[src/rtl/mem_loader_if.sv]
// Memory write port driven by the serial loader into cpumemory (mw/addr/data_in).
interface mem_loader_if;
   logic        mw;
   logic [15:0] addr;
   logic [7:0]  data_out;

   modport master (output mw, addr, data_out);
   modport slave  (input  mw, addr, data_out);
endinterface

[src/rtl/mem_loader.sv]
// Serial program loader: 8N1 UART receiver plus a frame FSM that writes the image into cpumemory.
// state  | meaning
// IDLE   | waiting for 0xA5 sync, other bytes dropped
// ADDR_H | latch start address high byte
// ADDR_L | latch start address low byte
// LEN_H  | latch length high byte
// LEN_L  | latch length low byte, skip DATA when zero
// DATA   | one write per byte, address/checksum/count step after each pulse
// CSUM   | compare checksum, pulse done or raise err
module mem_loader #(
   parameter int CLK_HZ      = 50000000,
   parameter int BAUD        = 115200,
   parameter int TIMEOUT_CYC = 1000000
) (
   input  logic         clk,
   input  logic         rst_n,
   input  logic         rx,
   mem_loader_if.master mem,
   output logic         busy,
   output logic         done,
   output logic         err
);
   localparam int DIV = CLK_HZ / BAUD;
   localparam int BW  = $clog2(DIV);
   localparam int TW  = $clog2(TIMEOUT_CYC);
   localparam logic [BW-1:0] HALF_LD = BW'(DIV / 2 - 1);
   localparam logic [BW-1:0] BIT_LD  = BW'(DIV - 1);
   localparam logic [TW-1:0] TO_LD   = TW'(TIMEOUT_CYC - 1);

   typedef enum logic [1:0] {RX_IDLE, RX_START, RX_BITS, RX_STOP} rx_state_t;
   typedef enum logic [2:0] {ST_IDLE, ST_ADDR_H, ST_ADDR_L, ST_LEN_H, ST_LEN_L, ST_DATA, ST_CSUM} state_t;

   logic          rx_s1, rx_s2, rx_prev, rx_fall;
   rx_state_t     rx_state, rx_nxt;
   logic [BW-1:0] baud_cnt, cnt_val;
   logic          cnt_load, shift_en, byte_valid, frame_err;
   logic [2:0]    bit_idx;
   logic [7:0]    rx_byte;

   state_t        st, st_nxt;
   logic [TW-1:0] to_cnt;
   logic [7:0]    len_h, csum, data_q;
   logic [15:0]   len_cnt, addr_q;
   logic          mw_q, take, abort, done_set, err_set, accept_sync;

   assign rx_fall = rx_prev & ~rx_s2;

   always_ff @(posedge clk or negedge rst_n) begin
      if (!rst_n) begin
         rx_s1    <= 1'b1;
         rx_s2    <= 1'b1;
         rx_prev  <= 1'b1;
         rx_state <= RX_IDLE;
         baud_cnt <= '0;
         bit_idx  <= '0;
         rx_byte  <= '0;
      end else begin
         rx_s1    <= rx;
         rx_s2    <= rx_s1;
         rx_prev  <= rx_s2;
         rx_state <= rx_nxt;
         if (cnt_load)
            baud_cnt <= cnt_val;
         else if (baud_cnt != '0)
            baud_cnt <= baud_cnt - 1'b1;
         if (rx_state == RX_START)
            bit_idx <= '0;
         else if (shift_en)
            bit_idx <= bit_idx + 1'b1;
         if (shift_en)
            rx_byte <= {rx_s2, rx_byte[7:1]};
      end
   end

   always_comb begin
      rx_nxt     = rx_state;
      cnt_load   = 1'b0;
      cnt_val    = BIT_LD;
      shift_en   = 1'b0;
      byte_valid = 1'b0;
      frame_err  = 1'b0;
      case (rx_state)
         RX_IDLE: if (rx_fall) begin
            rx_nxt   = RX_START;
            cnt_load = 1'b1;
            cnt_val  = HALF_LD;
         end
         // mid-bit re-check rejects short low glitches
         RX_START: if (baud_cnt == '0) begin
            if (!rx_s2) begin
               rx_nxt   = RX_BITS;
               cnt_load = 1'b1;
            end else begin
               rx_nxt = RX_IDLE;
            end
         end
         RX_BITS: if (baud_cnt == '0) begin
            shift_en = 1'b1;
            cnt_load = 1'b1;
            if (bit_idx == 3'd7) rx_nxt = RX_STOP;
         end
         RX_STOP: if (baud_cnt == '0) begin
            rx_nxt     = RX_IDLE;
            byte_valid = rx_s2;
            frame_err  = ~rx_s2;
         end
         default: rx_nxt = RX_IDLE;
      endcase
   end

   always_comb begin
      st_nxt      = st;
      done_set    = 1'b0;
      err_set     = 1'b0;
      accept_sync = 1'b0;
      abort       = (st != ST_IDLE) && (frame_err || to_cnt == '0);
      take        = byte_valid && !abort;
      if (abort) begin
         st_nxt  = ST_IDLE;
         err_set = 1'b1;
      end else begin
         case (st)
            ST_IDLE: if (take && rx_byte == 8'hA5) begin
               st_nxt      = ST_ADDR_H;
               accept_sync = 1'b1;
            end
            ST_ADDR_H: if (take) st_nxt = ST_ADDR_L;
            ST_ADDR_L: if (take) st_nxt = ST_LEN_H;
            ST_LEN_H:  if (take) st_nxt = ST_LEN_L;
            ST_LEN_L:  if (take) st_nxt = ({len_h, rx_byte} == 16'h0000) ? ST_CSUM : ST_DATA;
            ST_DATA:   if (mw_q && len_cnt == 16'h0001) st_nxt = ST_CSUM;
            ST_CSUM: if (take) begin
               st_nxt   = ST_IDLE;
               done_set = (rx_byte == csum);
               err_set  = (rx_byte != csum);
            end
            default: st_nxt = ST_IDLE;
         endcase
      end
   end

   always_ff @(posedge clk or negedge rst_n) begin
      if (!rst_n) begin
         st      <= ST_IDLE;
         to_cnt  <= TO_LD;
         len_h   <= '0;
         len_cnt <= '0;
         csum    <= '0;
         addr_q  <= '0;
         data_q  <= '0;
         mw_q    <= 1'b0;
         done    <= 1'b0;
         err     <= 1'b0;
      end else begin
         st   <= st_nxt;
         done <= done_set;
         mw_q <= 1'b0;
         if (err_set)
            err <= 1'b1;
         else if (accept_sync)
            err <= 1'b0;
         if (byte_valid || st == ST_IDLE)
            to_cnt <= TO_LD;
         else if (to_cnt != '0)
            to_cnt <= to_cnt - 1'b1;
         if (accept_sync)
            csum <= '0;
         if (take) begin
            case (st)
               ST_ADDR_H: addr_q[15:8] <= rx_byte;
               ST_ADDR_L: addr_q[7:0]  <= rx_byte;
               ST_LEN_H:  len_h        <= rx_byte;
               ST_LEN_L:  len_cnt      <= {len_h, rx_byte};
               ST_DATA: begin
                  mw_q   <= 1'b1;
                  data_q <= rx_byte;
               end
               default: ;
            endcase
         end
         // bookkeeping runs the cycle after the strobe so the write sees the old address
         if (mw_q) begin
            addr_q  <= addr_q + 1'b1;
            csum    <= csum + data_q;
            len_cnt <= len_cnt - 1'b1;
         end
      end
   end

   assign busy         = (st != ST_IDLE);
   assign mem.mw       = mw_q;
   assign mem.addr     = addr_q;
   assign mem.data_out = data_q;
endmodule

[src/flat_wrapper.sv]
// flat-port wrapper written by rule: the top's interface ports become plain ports
module mem_loader_flat 
#(
   parameter int CLK_HZ      = 50000000,
   parameter int BAUD        = 115200,
   parameter int TIMEOUT_CYC = 1000000
)
  (clk, rst_n, rx, busy, done, err, mem_mw, mem_addr, mem_data_out);
  mem_loader_if mem_i ();
  input  logic clk;
  input  logic rst_n;
  input  logic rx;
  output logic busy;
  output logic done;
  output logic err;
  output wire logic [$bits(mem_i.mw)-1:0] mem_mw;
  output wire logic [$bits(mem_i.addr)-1:0] mem_addr;
  output wire logic [$bits(mem_i.data_out)-1:0] mem_data_out;
  assign mem_mw = mem_i.mw;
  assign mem_addr = mem_i.addr;
  assign mem_data_out = mem_i.data_out;
  mem_loader #(.CLK_HZ(CLK_HZ), .BAUD(BAUD), .TIMEOUT_CYC(TIMEOUT_CYC)) u_core (.clk(clk), .rst_n(rst_n), .rx(rx), .mem(mem_i), .busy(busy), .done(done), .err(err));
endmodule
[config.mk]
export PLATFORM = sky130hd
export DESIGN_NAME = mem_loader_flat
export DESIGN_NICKNAME = d
export VERILOG_FILES = /design/src/rtl/mem_loader_if.sv /design/src/rtl/mem_loader.sv /design/src/flat_wrapper.sv
export SDC_FILE = /design/constraint.sdc
export NUM_CORES = 1
export LEC_CHECK = 0
export ABC_AREA = 1
export CAP_MARGIN = 0
export CORE_MARGIN = 3
export CORE_UTILIZATION = 41
export DETAILED_ROUTE_END_ITERATION = 10
export SLEW_MARGIN = 15
export SYNTH_ARGS = -nofsm -noshare
export SYNTH_HDL_FRONTEND = slang
export SYNTH_SLANG_ARGS = --single-unit
[constraint.sdc]
create_clock -name clk -period 2.45 [get_ports clk]
set_input_delay 0.245 -clock clk [delete_from_list [all_inputs] [get_ports clk]]
set_output_delay 0.245 -clock clk [all_outputs]
set_load 0.03 [all_outputs]
==> metrics.txt <==
LEAKAGE about 3.3 nW; CP delay by family, top buffers and inverters; # Post-CTS Setup Buffers 0; DRC violations left 0; GRT Total Usage 18.8%; crit-path max FO 8; Die Area 16500 µm²; Yosys Warn Count 0; CTS H-tree depth 3; Slew @ Worst Pin 0.545 ns; PD cells 547 nW/µm²; Post-Synthesis Cells 787; Crit path top cell by count inv_2; multi-input logic area 3010 µm²; first-pass GRT wire length approximately 25 mm; initial core utilization 42.2%; post-layout minimum cycle time 2.11 ns; Relative slew margins 63.2%; RSZ-0062 raised after global routing no; status completed; num ports 31; peak supply drop 314 µV; largest net degree at the start of global routing 41; CP Class flop to primary output; row count 44; CTS sink count between 100 and 150; crit-path max cell delay 0.68 ns; Synth cell types 45; syn_nets 807; Clock transition at path regs 0.07 ns; final setup vio count 0; Startpoint Class flop; vias in the first global route 5134; Slew Limit Fails 0; Via-to-Cell Ratio 5.17; final cycle utilization of the critical path 86.0%; CTS tree done; DIE HEIGHT 129 µm; CP arrival 1.86 ns; first drt pass iteration count 4; post-route worst setup slack about 0.34 ns; initial antenna violation count 0; Worst-Skew Late Latency approximately 0.35 ns; total wire length around 14 mm; post-synthesis async set-or-reset flop share 100%; Post-synth EDFFs 0; synth-to-layout area growth 13.5%; Final Skew 0.00934 ns; RD Place Congestion 0.862; GRT Residual Overflow 0; CP max-delay cell clkdlybuf4s50_1; Max Cap Viol 0; worst path cell trace nor2_2 -> inv_2 -> nor2_4 -> inv_2 -> clkdlybuf4s50_1; Antenna Nets Post-Route 0; Core ar. 14600 µm²; pre-CTS setup slack 0.389 ns; Fill cells 1417; Port Buf Inserts 30; Clock Tree Root clkbuf_16; crit end category primary output; Ant. Diodes 0; Die W 129 µm; fmax around 470 MHz; total number of vias 5241; Worst EP required 2.20 ns; Iter 0 DRT Violations ~380; Final Hold Fails 0; wire length per cell 14.3 µm; Seq/Total Area, Yosys 43.8%; FF/Latch Area 2700 µm²; Final #Nets 844; number of CTS-inserted buffers 9; Final HPWL DP 10.6 mm; Post-Syn Area approximately 6200 µm²; predominant post-synthesis flop cell dfrtp_1; Hold/Removal Path Class primary input to flop; Avg Cell Area, Syn slightly below 8 µm²; maximum clock path buffer count 2; layout cell share with drive strength beyond 1 10.4%; Bufs and invs on worst path 3; number of synthesized register bits 107; Fin Setup TNS 0 ns; Resized Gates After CTS 0
[power by group]
part	switching, W	internal (W)	total [W]
sequential	0.0000752	0.00185	0.00193
combinational	0.000235	0.000139	0.000374
clock	0.000636	0.000879	0.00152
[what timing repair did]
action,in CTS,in global routing
hold endpoints to repair,31,0
setup endpoints to repair,0,0
hold buffers,1,0
[cells by family after synthesis]
group,after synthesis,share of synthesized area [%]
adders and majority gates,17,3.58
and+or+nand+nor,392,29.4
AOI/OAI and AO/OA,142,12.6
DFF,107,43.8
buffers and inverters,106,7.26
xor gates and xnor gates,23,3.27
[worst register-to-register path, stage by stage (launching register included)]
cell     delay, ns
dfrtp_1       0.40
inv_1         0.11
ha_1          0.16
inv_1         0.04
nor2_1        0.10
nand2_2       0.10
nor2_8        0.14
nand3_2       0.12
inv_2         0.13
nand2_8       0.09
inv_2         0.12
nand3_2       0.21
nand3_1       0.13
o21ai_0       0.08
[through the flow]
step	hold slack [ns]	cells	utilization (%)	cell area, µm²	power [W]
floorplan	-0.0506	787	-	6150	0.00222
global placement	0.278	996	45.7	6670	0.00232
detailed placement	0.265	996	45.7	6670	0.00234
CTS	0.280	1013	47.9	6990	0.00387
global route	0.296	1013	47.9	6990	0.00401
finish	0.298	1013	47.9	6990	0.00382
[path summary, 6_finish.rpt]
kind | start | to | slack [ns] | cells after the start
setup reg to reg | u_core.baud_cnt[0] | u_core.csum[5] | 0.41 | 13
hold reg to reg | u_core.rx_s1 | u_core.rx_s2 | 0.36 | 0
min in group asynchronous | rst_n | u_core.baud_cnt[8] | 0.43 | 2
hold / removal | rx | u_core.rx_s1 | 0.30 | 1
setup / recovery | u_core.st[2] | busy | 0.34 | 5
max in group asynchronous | rst_n | u_core.len_cnt[1] | 1.34 | 3
[cell type report]
cell class / instances / share of cell area (%)
multi-input combinational: 574 / 43.1
sequential: 107 / 38.6
timing repair buffer: 42 / 5.77
inverter: 90 / 4.84
clock buffer: 15 / 3.98
tap: 184 / 3.30
clock inverter: 1 / 0.430
[layout by cell type (no fill, tap or decap), types with 19 or more instances in the layout]
cell | synthesis | layout
a21oi_1 | 34 | 34
clkdlybuf4s50_1 | 0 | 29
dfrtp_1 | 92 | 92
inv_1 | 82 | 82
nand2_1 | 174 | 174
nand3_1 | 62 | 62
nor2_1 | 83 | 83
o21ai_0 | 57 | 57
o21ai_1 | 28 | 28
xor2_1 | 19 | 19
[state kept, by name, summed over array words and instances, names as in the netlist, named ones only]
signal,cells
u_core.baud_cnt,9
u_core.bit_idx,3
u_core.csum,8
u_core.done,1
u_core.err,1
u_core.len_cnt,16
u_core.len_h,8
u_core.mem.addr,16
u_core.mem.data_out,8
u_core.mem.mw,1
u_core.rx_byte,8
u_core.rx_prev,1
u_core.rx_s1,1
u_core.rx_s2,1
u_core.rx_state,1
u_core.st,3
u_core.to_cnt,20
[layer usage]
layer / vias to the layer above / share of wire [%] / global-route usage, %
met5: - / 0 / 0
met4: 0 / 1.7 / 6.11
met3: 18 / 3.0 / 2.91
met2: 97 / 47 / 30.4
met1: 2483 / 48 / 25.9
li1: 2643 / - / -
[cells in the mapped netlist, drive strengths merged (3+ instances only)]
library cell,number,area (µm²)
nand2,183,738
nor2,102,479
dfrtp,92,2300
inv,89,334
o21ai,88,459
nand3,65,348
a21oi,34,170
xor2,19,166
ha,16,200
nor3,16,80.1
dfstp,15,394
nand4,13,81.3
buf,9,82.6
clkbuf,7,26.3
or2,5,31.3
a31oi,4,25.0
nor4,4,25.0
xnor2,4,35.0
o211ai,3,22.5
(Power assumes the default switching activity.)
